<file path="config.mk">
export PLATFORM = sky130hd
export DESIGN_NAME = acc_sched_flat
export DESIGN_NICKNAME = d
export VERILOG_FILES = /design/src/rtl/acc_sched_if.sv /design/src/rtl/acc_sched.sv /design/src/flat_wrapper.sv
export SDC_FILE = /design/constraint.sdc
export NUM_CORES = 1
export LEC_CHECK = 0
export CAP_MARGIN = 15
export CORE_MARGIN = 2
export CORE_UTILIZATION = 28
export DETAILED_ROUTE_END_ITERATION = 6
export PLACE_DENSITY = 0.52
export RECOVER_POWER = 50
export REMOVE_ABC_BUFFERS = 1
export SYNTH_ARGS = -nofsm -noshare
export SYNTH_HDL_FRONTEND = slang
export SYNTH_SLANG_ARGS = --single-unit
</file>
<file path="constraint.sdc">
create_clock -name clk -period 9.8 [get_ports clk]
set_input_delay 2.45 -clock clk [delete_from_list [all_inputs] [get_ports clk]]
set_output_delay 2.45 -clock clk [all_outputs]
set_load 0.05 [all_outputs]
</file>
<file path="src/rtl/acc_sched_if.sv">
// Handshake and read-port bundle between the row-accumulator issue scheduler and its buffers/sink.
// The stall_cnt member exists only when ACC_SCHED_PERF_EN is defined.
`timescale 1ns/1ps
interface acc_sched_if #(
  parameter int ADDR_W = 12
);
  logic                  start;
  logic                  src_rdy;
  logic                  out_credit;
  logic                  busy;
  logic                  done;
  logic                  ori_re;
  logic [ADDR_W-1:0]     ori_addr;
  logic                  c1_re;
  logic [ADDR_W-1:0]     c1_addr;
  logic [2:0]            c3_re;
  logic [3*ADDR_W-1:0]   c3_addr;
  logic                  out_valid;
  logic [ADDR_W-1:0]     out_addr;
`ifdef ACC_SCHED_PERF_EN
  logic [31:0]           stall_cnt;
`endif

  modport master (
`ifdef ACC_SCHED_PERF_EN
    input  stall_cnt,
`endif
    output start, src_rdy, out_credit,
    input  busy, done, ori_re, ori_addr, c1_re, c1_addr,
    input  c3_re, c3_addr, out_valid, out_addr
  );

  modport slave (
`ifdef ACC_SCHED_PERF_EN
    output stall_cnt,
`endif
    input  start, src_rdy, out_credit,
    output busy, done, ori_re, ori_addr, c1_re, c1_addr,
    output c3_re, c3_addr, out_valid, out_addr
  );
endinterface

</file>
<file path="src/rtl/acc_sched.sv">
// Issue scheduler for the row accumulator: walks (och,row) pairs, skews buffer reads and meters issue by sink credits.
// Optional ACC_SCHED_PERF_EN adds a stall_cnt counter of RUN cycles without an issue.
`timescale 1ns/1ps
module acc_sched #(
  parameter int ROWS    = 56,
  parameter int OCH     = 64,
  parameter int ADDR_W  = 12,
  parameter int CREDITS = 8
) (
  input logic      clk,
  input logic      rst,
  acc_sched_if.slave bus
);

  localparam int ROW_W = (ROWS > 1) ? $clog2(ROWS) : 1;
  localparam int OCH_W = (OCH > 1) ? $clog2(OCH) : 1;
  localparam int CRD_W = 5;
  localparam logic [ROW_W-1:0] ROW_LAST = ROW_W'(ROWS - 1);
  localparam logic [OCH_W-1:0] OCH_LAST = OCH_W'(OCH - 1);
  localparam logic [CRD_W-1:0] CRD_FULL = CRD_W'(CREDITS);

  typedef enum logic [1:0] {IDLE, RUN, DRAIN} state_t;

  // Credits never exceed the sink depth; a surplus return is dropped.
  function automatic logic [CRD_W-1:0] sat_credit(input logic [CRD_W-1:0] cur,
                                                  input logic inc, input logic dec);
    logic [CRD_W:0] sum;
    sum = {1'b0, cur} + {{CRD_W{1'b0}}, inc} - {{CRD_W{1'b0}}, dec};
    return (sum > {1'b0, CRD_FULL}) ? CRD_FULL : sum[CRD_W-1:0];
  endfunction

  state_t            state_q, state_d;
  logic [ROW_W-1:0]  row_q, row_d, row_b;
  logic [OCH_W-1:0]  och_q, och_d, och_b;
  logic [ADDR_W-1:0] addr_q, addr_d, addr_b;
  logic [CRD_W-1:0]  credit_q, credit_d, credit_b;
  logic              last_q, last_d;
  logic              busy_q, busy_d;
  logic              done_q, done_d;
  logic              can_start, issue;
  // Index n of the pipe is the stage n cycles after the ori_re cycle.
  logic [5:0]        vld_p_q, vld_p_d;
  logic [ADDR_W-1:0] addr_p_q [6];
  logic [ADDR_W-1:0] addr_p_d [6];
`ifdef ACC_SCHED_PERF_EN
  logic [31:0]       stall_q, stall_d;
`endif

  always_comb begin
    state_d   = state_q;
    last_d    = last_q;
    done_d    = 1'b0;
    can_start = (state_q == IDLE) && !done_q && bus.start;
    row_b     = can_start ? '0 : row_q;
    och_b     = can_start ? '0 : och_q;
    addr_b    = can_start ? '0 : addr_q;
    credit_b  = can_start ? CRD_FULL : credit_q;
    if (can_start) last_d = 1'b0;
    issue = (can_start && bus.src_rdy) ||
            ((state_q == RUN) && !last_q && bus.src_rdy && ((credit_q != '0) || bus.out_credit));
    credit_d = sat_credit(credit_b, bus.out_credit && !can_start, issue);
    row_d  = row_b;
    och_d  = och_b;
    addr_d = addr_b;
    if (issue) begin
      addr_d = addr_b + ADDR_W'(1);
      if (row_b == ROW_LAST) begin
        row_d = '0;
        if (och_b == OCH_LAST) last_d = 1'b1;
        else                   och_d  = och_b + OCH_W'(1);
      end else begin
        row_d = row_b + ROW_W'(1);
      end
    end
    vld_p_d     = {vld_p_q[4:0], issue};
    addr_p_d[0] = issue ? addr_b : addr_p_q[0];
    for (int i = 1; i < 6; i++) addr_p_d[i] = addr_p_q[i-1];
    case (state_q)
      IDLE:    if (can_start) state_d = RUN;
      RUN:     if (last_q) state_d = DRAIN;
      DRAIN:   if (vld_p_q[4:0] == '0) begin
                 state_d = IDLE;
                 done_d  = 1'b1;
               end
      default: state_d = IDLE;
    endcase
    // busy stays up through the done cycle so a start there is still ignored.
    busy_d = (state_d != IDLE) || done_d;
`ifdef ACC_SCHED_PERF_EN
    stall_d = can_start ? 32'd0
            : stall_q + (((state_q == RUN) && !vld_p_q[0]) ? 32'd1 : 32'd0);
`endif
  end

  always_ff @(posedge clk) begin
    if (rst) begin
      state_q  <= IDLE;
      row_q    <= '0;
      och_q    <= '0;
      addr_q   <= '0;
      credit_q <= '0;
      last_q   <= 1'b0;
      busy_q   <= 1'b0;
      done_q   <= 1'b0;
      vld_p_q  <= '0;
      for (int i = 0; i < 6; i++) addr_p_q[i] <= '0;
`ifdef ACC_SCHED_PERF_EN
      stall_q  <= '0;
`endif
    end else begin
      state_q  <= state_d;
      row_q    <= row_d;
      och_q    <= och_d;
      addr_q   <= addr_d;
      credit_q <= credit_d;
      last_q   <= last_d;
      busy_q   <= busy_d;
      done_q   <= done_d;
      vld_p_q  <= vld_p_d;
      for (int i = 0; i < 6; i++) addr_p_q[i] <= addr_p_d[i];
`ifdef ACC_SCHED_PERF_EN
      stall_q  <= stall_d;
`endif
    end
  end

  assign bus.busy      = busy_q;
  assign bus.done      = done_q;
  assign bus.ori_re    = vld_p_q[0];
  assign bus.ori_addr  = addr_p_q[0];
  assign bus.c1_re     = vld_p_q[1];
  assign bus.c1_addr   = addr_p_q[1];
  assign bus.c3_re     = vld_p_q[3:1];
  assign bus.c3_addr   = {addr_p_q[3], addr_p_q[2], addr_p_q[1]};
  assign bus.out_valid = vld_p_q[5];
  assign bus.out_addr  = addr_p_q[5];
`ifdef ACC_SCHED_PERF_EN
  assign bus.stall_cnt = stall_q;
`endif

endmodule

</file>
<file path="src/flat_wrapper.sv">
// flat-port wrapper written by rule: the top's interface ports become plain ports
module acc_sched_flat 
#(
  parameter int ROWS    = 56,
  parameter int OCH     = 64,
  parameter int ADDR_W  = 12,
  parameter int CREDITS = 8
)
  (clk, rst, bus_start, bus_src_rdy, bus_out_credit, bus_busy, bus_done, bus_ori_re, bus_ori_addr, bus_c1_re, bus_c1_addr, bus_c3_re, bus_c3_addr, bus_out_valid, bus_out_addr);
  acc_sched_if #(.ADDR_W(ADDR_W)) bus_i ();
  input logic clk;
  input logic rst;
  input wire logic [$bits(bus_i.start)-1:0] bus_start;
  input wire logic [$bits(bus_i.src_rdy)-1:0] bus_src_rdy;
  input wire logic [$bits(bus_i.out_credit)-1:0] bus_out_credit;
  output wire logic [$bits(bus_i.busy)-1:0] bus_busy;
  output wire logic [$bits(bus_i.done)-1:0] bus_done;
  output wire logic [$bits(bus_i.ori_re)-1:0] bus_ori_re;
  output wire logic [$bits(bus_i.ori_addr)-1:0] bus_ori_addr;
  output wire logic [$bits(bus_i.c1_re)-1:0] bus_c1_re;
  output wire logic [$bits(bus_i.c1_addr)-1:0] bus_c1_addr;
  output wire logic [$bits(bus_i.c3_re)-1:0] bus_c3_re;
  output wire logic [$bits(bus_i.c3_addr)-1:0] bus_c3_addr;
  output wire logic [$bits(bus_i.out_valid)-1:0] bus_out_valid;
  output wire logic [$bits(bus_i.out_addr)-1:0] bus_out_addr;
  assign bus_i.start = bus_start;
  assign bus_i.src_rdy = bus_src_rdy;
  assign bus_i.out_credit = bus_out_credit;
  assign bus_busy = bus_i.busy;
  assign bus_done = bus_i.done;
  assign bus_ori_re = bus_i.ori_re;
  assign bus_ori_addr = bus_i.ori_addr;
  assign bus_c1_re = bus_i.c1_re;
  assign bus_c1_addr = bus_i.c1_addr;
  assign bus_c3_re = bus_i.c3_re;
  assign bus_c3_addr = bus_i.c3_addr;
  assign bus_out_valid = bus_i.out_valid;
  assign bus_out_addr = bus_i.out_addr;
  acc_sched #(.ROWS(ROWS), .OCH(OCH), .ADDR_W(ADDR_W), .CREDITS(CREDITS)) u_core (.clk(clk), .rst(rst), .bus(bus_i));
endmodule
</file>
Yosys cells after proc, flatten, opt, wreduce, memory -nomap -nowiden
Memories as Yosys holds them, arrays and structs flattened.
Index checks and enable logic that the tools add are counted.

cells by class
  multiplexer cells = 31
  bitwise operators = 6
  equality and inequality tests = 4
  magnitude comparators = 1
  $add $sub $neg = 5
  reduce and logical (&&, ||, !) cells = 18

operators with widths
  operator                                                        count
  2-to-1 mux 12 bit                                               9
  2-to-1 mux 6 bit                                                7
  adder 12 x 1 -> 12 bit (second input constant)                  1
  adder 6 x 1 -> 6 bit (second input constant)                    2
  equality test 6 bit (second input constant)                     2
  2-to-1 mux 1 bit                                                9
  logical AND 1 bit                                               7
  adder 5 x 1 -> 6 bit                                            1
  greater-than comparator 6 x 4 -> 1 bit (second input constant)  1
  2-to-1 mux 2 bit                                                3
  OR 1 bit                                                        6
  one-hot mux 2 bit (3 select lines)                              1
  subtractor 6 x 1 -> 6 bit                                       1
  logical NOT 5 bit                                               1
  2-to-1 mux 5 bit                                                1
  nonzero test 5 bit                                              1
  2-to-1 mux 4 bit                                                1
  logical NOT 1 bit                                               3
  logical OR 1 bit                                                3
  equality test 2 x 1 -> 1 bit (second input constant)            1
  equality test 2 bit (second input constant)                     1
  logical NOT 2 bit                                               1
  nonzero test 2 bit                                              1
  OR reduction 2 bit                                              1

storage, ports and cells
  register bits = 40
  input bits = 5
  logic and storage cells = 76
  RAM bits = 72
  memories kept = 1

memories
  memory           depth  bits a word  read ports  clocked after Yosys merged registers in  wr ports  RTL line         source
  u_core.addr_p_q  6      12           6           0                                        6         acc_sched.sv:43  logic [ADDR_W-1:0] addr_p_q [6];

Logic depth before layout (Yosys ltp)
  depth in word-level cells = 9
  mapped depth = 16
  depth with buffers taken out = 14

Least setup slack after synthesis
No wires, ideal clock.

  path type = input port to flip-flop
  from = in bus_out_credit
  to = reg u_core.credit_q[0]
  path slack = 4.259 ns
  data arrival time = 5.445 ns
  required time = 9.704 ns
  path buffers = 1
  stages = 15
  path through = or4_1 nor4_4 or2_1 inv_2 buf_1 ha_1 inv_1 ha_1 inv_1 fa_1 nor2b_1 o21a_1 a2111oi_0 nor3_2 nor4b_1

on the way
  longest elaborated chain between the ends = 6

ends and longest elaborated chain
  item                                    RTL line            source
  start, declared                         flat_wrapper.sv:15  input wire logic [$bits(bus_i.out_credit)-1:0] bus_out_credit;
  logical OR 1 bit (*)                    acc_sched.sv:60     ((state_q == RUN) && !last_q && bus.src_rdy && ((credit_q != '0) || bus.out_credit));
  logical AND 1 bit (*)                   acc_sched.sv:60
  logical OR 1 bit (*)                    acc_sched.sv:59     issue = (can_start && bus.src_rdy) ||
  net u_core.issue                        acc_sched.sv:40     logic can_start, issue;
  subtractor 6 x 1 -> 6 bit (*)           acc_sched.sv:28     sum = {1'b0, cur} + {{CRD_W{1'b0}}, inc} - {{CRD_W{1'b0}}, dec};
  greater-than comparator 6 x 4 -> 1 bit  acc_sched.sv:29     return (sum > {1'b0, CRD_FULL}) ? CRD_FULL : sum[CRD_W-1:0];
  OR reduction 2 bit (no source line)     n/a
  end signal, assigned                    acc_sched.sv:115    credit_q <= credit_d;
  end, declared                           acc_sched.sv:36     logic [CRD_W-1:0] credit_q, credit_d, credit_b;

Mark *: on every way through the listed nets, which the timed path passes. The rest lies on a longest branch.
A chain may end at the register's enable or synchronous reset.

==> impl_metrics.env <==
export IMPL_num_vias=3073
export IMPL_numClockSinks=112
export IMPL_final_util_pct=34.1
export IMPL_synthTopCellsByArea="dfxtp_1, buf_4, nor2b_1"
export IMPL_portBuffers=84
export IMPL_grt_total_usage_pct=9.63
export IMPL_end_kind="flop"
export IMPL_hpwl_um=5890
export IMPL_worstHoldStart="u_core.addr_p_q[4][6]"
export IMPL_final_min_clock_period_ps=6650
export IMPL_finalCritPeriodShare_pct=67.9
export IMPL_synth_edf_count=0
export IMPL_die_area_um2=17500
export IMPL_postCtsSetupRepairBufs=0
export IMPL_synth_area_per_cell_um2=9.58
export IMPL_pin_count=85
export IMPL_timing_final_hold_violations=0
export IMPL_gp_congestion=0.744
export IMPL_ir_drop_mv=0.0713
export IMPL_overflow=0
export IMPL_start_util_pct=28.9
export IMPL_clk_path_buf_depth=2
export IMPL_yosys_area_top_type="dfxtp_1"
export IMPL_cap_violations=1
export IMPL_n_antenna_cell=0
export IMPL_synth_area_um2=4620
export IMPL_grtUsageMet3_pct=2.38
export IMPL_reg2reg_setup_slack_ps=5490
export IMPL_drc=0
export IMPL_die_h_um=132
export IMPL_cts_tree="done"
export IMPL_worst_slew_pin_slew_ps=4350
export IMPL_wirelength_um=8400
export IMPL_timing_critical_path_max_delay_family="buffers and inverters"
export IMPL_worstSetupStartpointType="input port"
export IMPL_cp_required_ps=10030
export IMPL_finalSetupTns_ps=0
export IMPL_cts_resized=0
export IMPL_ctsHoldBuffers=0
export IMPL_fin_nets=509
export IMPL_vias_per_cell=4.30
export IMPL_use_met1_pct=12.4
export IMPL_synth_async_reset_ratio_pct=0
export IMPL_cts_root_buf="clkbuf_16"
export IMPL_detail_route_antenna_nets=0
export IMPL_grt_pass1_vias=2907
export IMPL_synth_top_cell_area_share_pct=48.6
export IMPL_clkLatencyLatePin_ps=340
export IMPL_drive_gt1_share_pct=5.01
export IMPL_slew_headroom_pct=-190
export IMPL_violations="capacitance limit, slew limit"
export IMPL_crit_slowest_cell="clkbuf_1"
export IMPL_hold_depth=1
export IMPL_antenna_found_initial=0
export IMPL_timing_fmax_ghz=0.150
export IMPL_path_buf_inv=1
export IMPL_seq_area_frac_synth_pct=48.6
export IMPL_finalSetupViolations=0
export IMPL_synthFlopType="dfxtp_1"
export IMPL_first_pass_iters=4
export IMPL_yosysWarningCount=0
export IMPL_numCtsBuffers=9
export IMPL_rr_startpoint="u_core.credit_q[2]"
export IMPL_fill_cells=1628
export IMPL_outcome="finished, violations left"
export IMPL_met2_usage_pct=15.7
export IMPL_clock_skew_final_ps=7.72
export IMPL_timing_rr_end="u_core.credit_q[0]"
export IMPL_core_area_um2=16000
export IMPL_p_leak_nw=2.05
export IMPL_path_cells="clkbuf_1 -> nor2_1 -> and3_1 -> mux2_1"
export IMPL_synth_seq_cells=112
export IMPL_cp_max_fo=104
export IMPL_drt_iter0_drc=113
export IMPL_r2r_cells=14
export IMPL_crit_arrival_ps=6880
export IMPL_htree_num_levels=3
export IMPL_areaGrowthSynthToFinish_pct=18.0
export IMPL_row_count=46
export IMPL_grt_pass1_wl_um=14000
export IMPL_drv_slew=105
export IMPL_cellPowerDensity_nw_per_um2=159
export IMPL_critPathMaxStageDelay_ps=2990
export IMPL_worstHoldEndpoint="u_core.addr_p_q[5][6]"
export IMPL_synthDistinctLibCells=55
export IMPL_syn_inst=482
export IMPL_grt_max_degree=105
export IMPL_rsz0062_at_grt="no"
export IMPL_die_w_um=132
export IMPL_busiest_layer="met2"
export IMPL_crit_type="input port to flop"
export IMPL_clkSlewWorstSetupHoldPaths_ps=70
export IMPL_routedWlPerCell_um=11.8
export IMPL_hold_path_class="flop to flop"
## per-layer routing
| layer | up-vias | share of wire (%) | wire length, µm |
|---|---|---|---|
| met3 | 5 | 5.7 | 476 |
| met2 | 94 | 45 | 3820 |
| met4 | 0 | 1.0 | 88 |
| met1 | 1408 | 48 | 4020 |
| li1 | 1566 | - | - |
| met5 | - | 0 | 0 |
## where the power goes
part | internal (mW) | switching [mW]
clock | 0.178 | 0.172
combinational | 0.0187 | 0.0372
sequential | 0.458 | 0.00361
total | 0.655 | 0.213
## logic make-up (layout without fill, tap and decap cells)
family	Yosys count	count (layout)	synth area share (%)
simple gates	201	201	25.5
fa+ha+maj	10	10	2.87
mux	7	7	1.57
xor+xnor	11	11	2.09
flops	112	112	48.6
other cells	1	1	0.0812
compound gates	45	45	6.18
buf+inv	95	112	13.1
## worst max path at each step
stage | from | to | depth (start not counted)
after floorplan | bus_out_credit | u_core.credit_q[0] | 14
after detailed placement | bus_out_credit | u_core.credit_q[0] | 15
after CTS | bus_out_credit | u_core.credit_q[0] | 15
after global routing | rst | u_core.row_q[4] | 4
after global placement | bus_out_credit | u_core.credit_q[0] | 15
final | rst | u_core.row_q[4] | 4
## cell usage in the layout (no fill, tap or decap), types with 2 or more instances in the layout
cell	instances
dfxtp_1	112
nor2b_1	71
clkdlybuf4s50_1	57
nand2_1	36
dlygate4sd3_1	26
a21oi_1	22
nand3_1	16
nor2_1	16
and2_1	10
inv_1	10
nor3_1	9
ha_1	9
clkbuf_16	9
xnor2_1	8
nor4_1	7
nand4_1	5
mux2i_1	5
nand2b_1	4
nor4b_1	4
inv_6	4
xor2_1	3
a21o_1	3
o21ai_0	3
and3_1	3
and4_1	3
o21ai_1	2
or4_1	2
a211oi_1	2
and3b_1	2
or3_1	2
a2111oi_0	2
a32o_1	2
nor3_2	2
nand3b_1	2
mux2_1	2
## per-stage QoR
stage               cell area (µm²)  power (mW)  instances  hold slack [ps]  worst slack [ps]
floorplan                      4050       0.508        398              414              3990
global placement               5170       0.528        699              416              3050
detailed placement             5170       0.529        699              428              2960
CTS                            5450       0.884        715              444              3340
global route                   5450       0.907        715              460              2480
finish                         5450       0.868        715              440              3150
## cell type report
class | count | area, µm² | area share [%]
inverter | 11 | 41.3 | 0.758
tap | 216 | 270 | 4.96
clock buffer | 9 | 225 | 4.13
sequential | 112 | 2240 | 41.1
timing repair buffer | 85 | 842 | 15.4
multi-input combinational | 275 | 1770 | 32.5
clock inverter | 7 | 60.1 | 1.10
## synthesized netlist by cell type, types with 4 or more instances
| cell type | count |
|---|---|
| a21oi_1 | 22 |
| and2_1 | 10 |
| buf_4 | 64 |
| clkbuf_1 | 17 |
| dfxtp_1 | 112 |
| ha_1 | 9 |
| inv_1 | 10 |
| mux2i_1 | 5 |
| nand2_1 | 36 |
| nand2b_1 | 4 |
| nand3_1 | 16 |
| nand4_1 | 5 |
| nor2_1 | 16 |
| nor2b_1 | 71 |
| nor3_1 | 9 |
| nor4_1 | 7 |
| nor4b_1 | 4 |
| xnor2_1 | 8 |
## flip-flops by register name, indices dropped and copies added, names as in the netlist
name,count
u_core.state_q,2
u_core.bus.busy,1
u_core.bus.done,1
u_core.vld_p_q,6
u_core.last_q,1
u_core.och_q,6
u_core.row_q,6
u_core.credit_q,5
u_core.addr_q,12
u_core.addr_p_q,72
No activity file was read; power rests on OpenSTA's default activity.
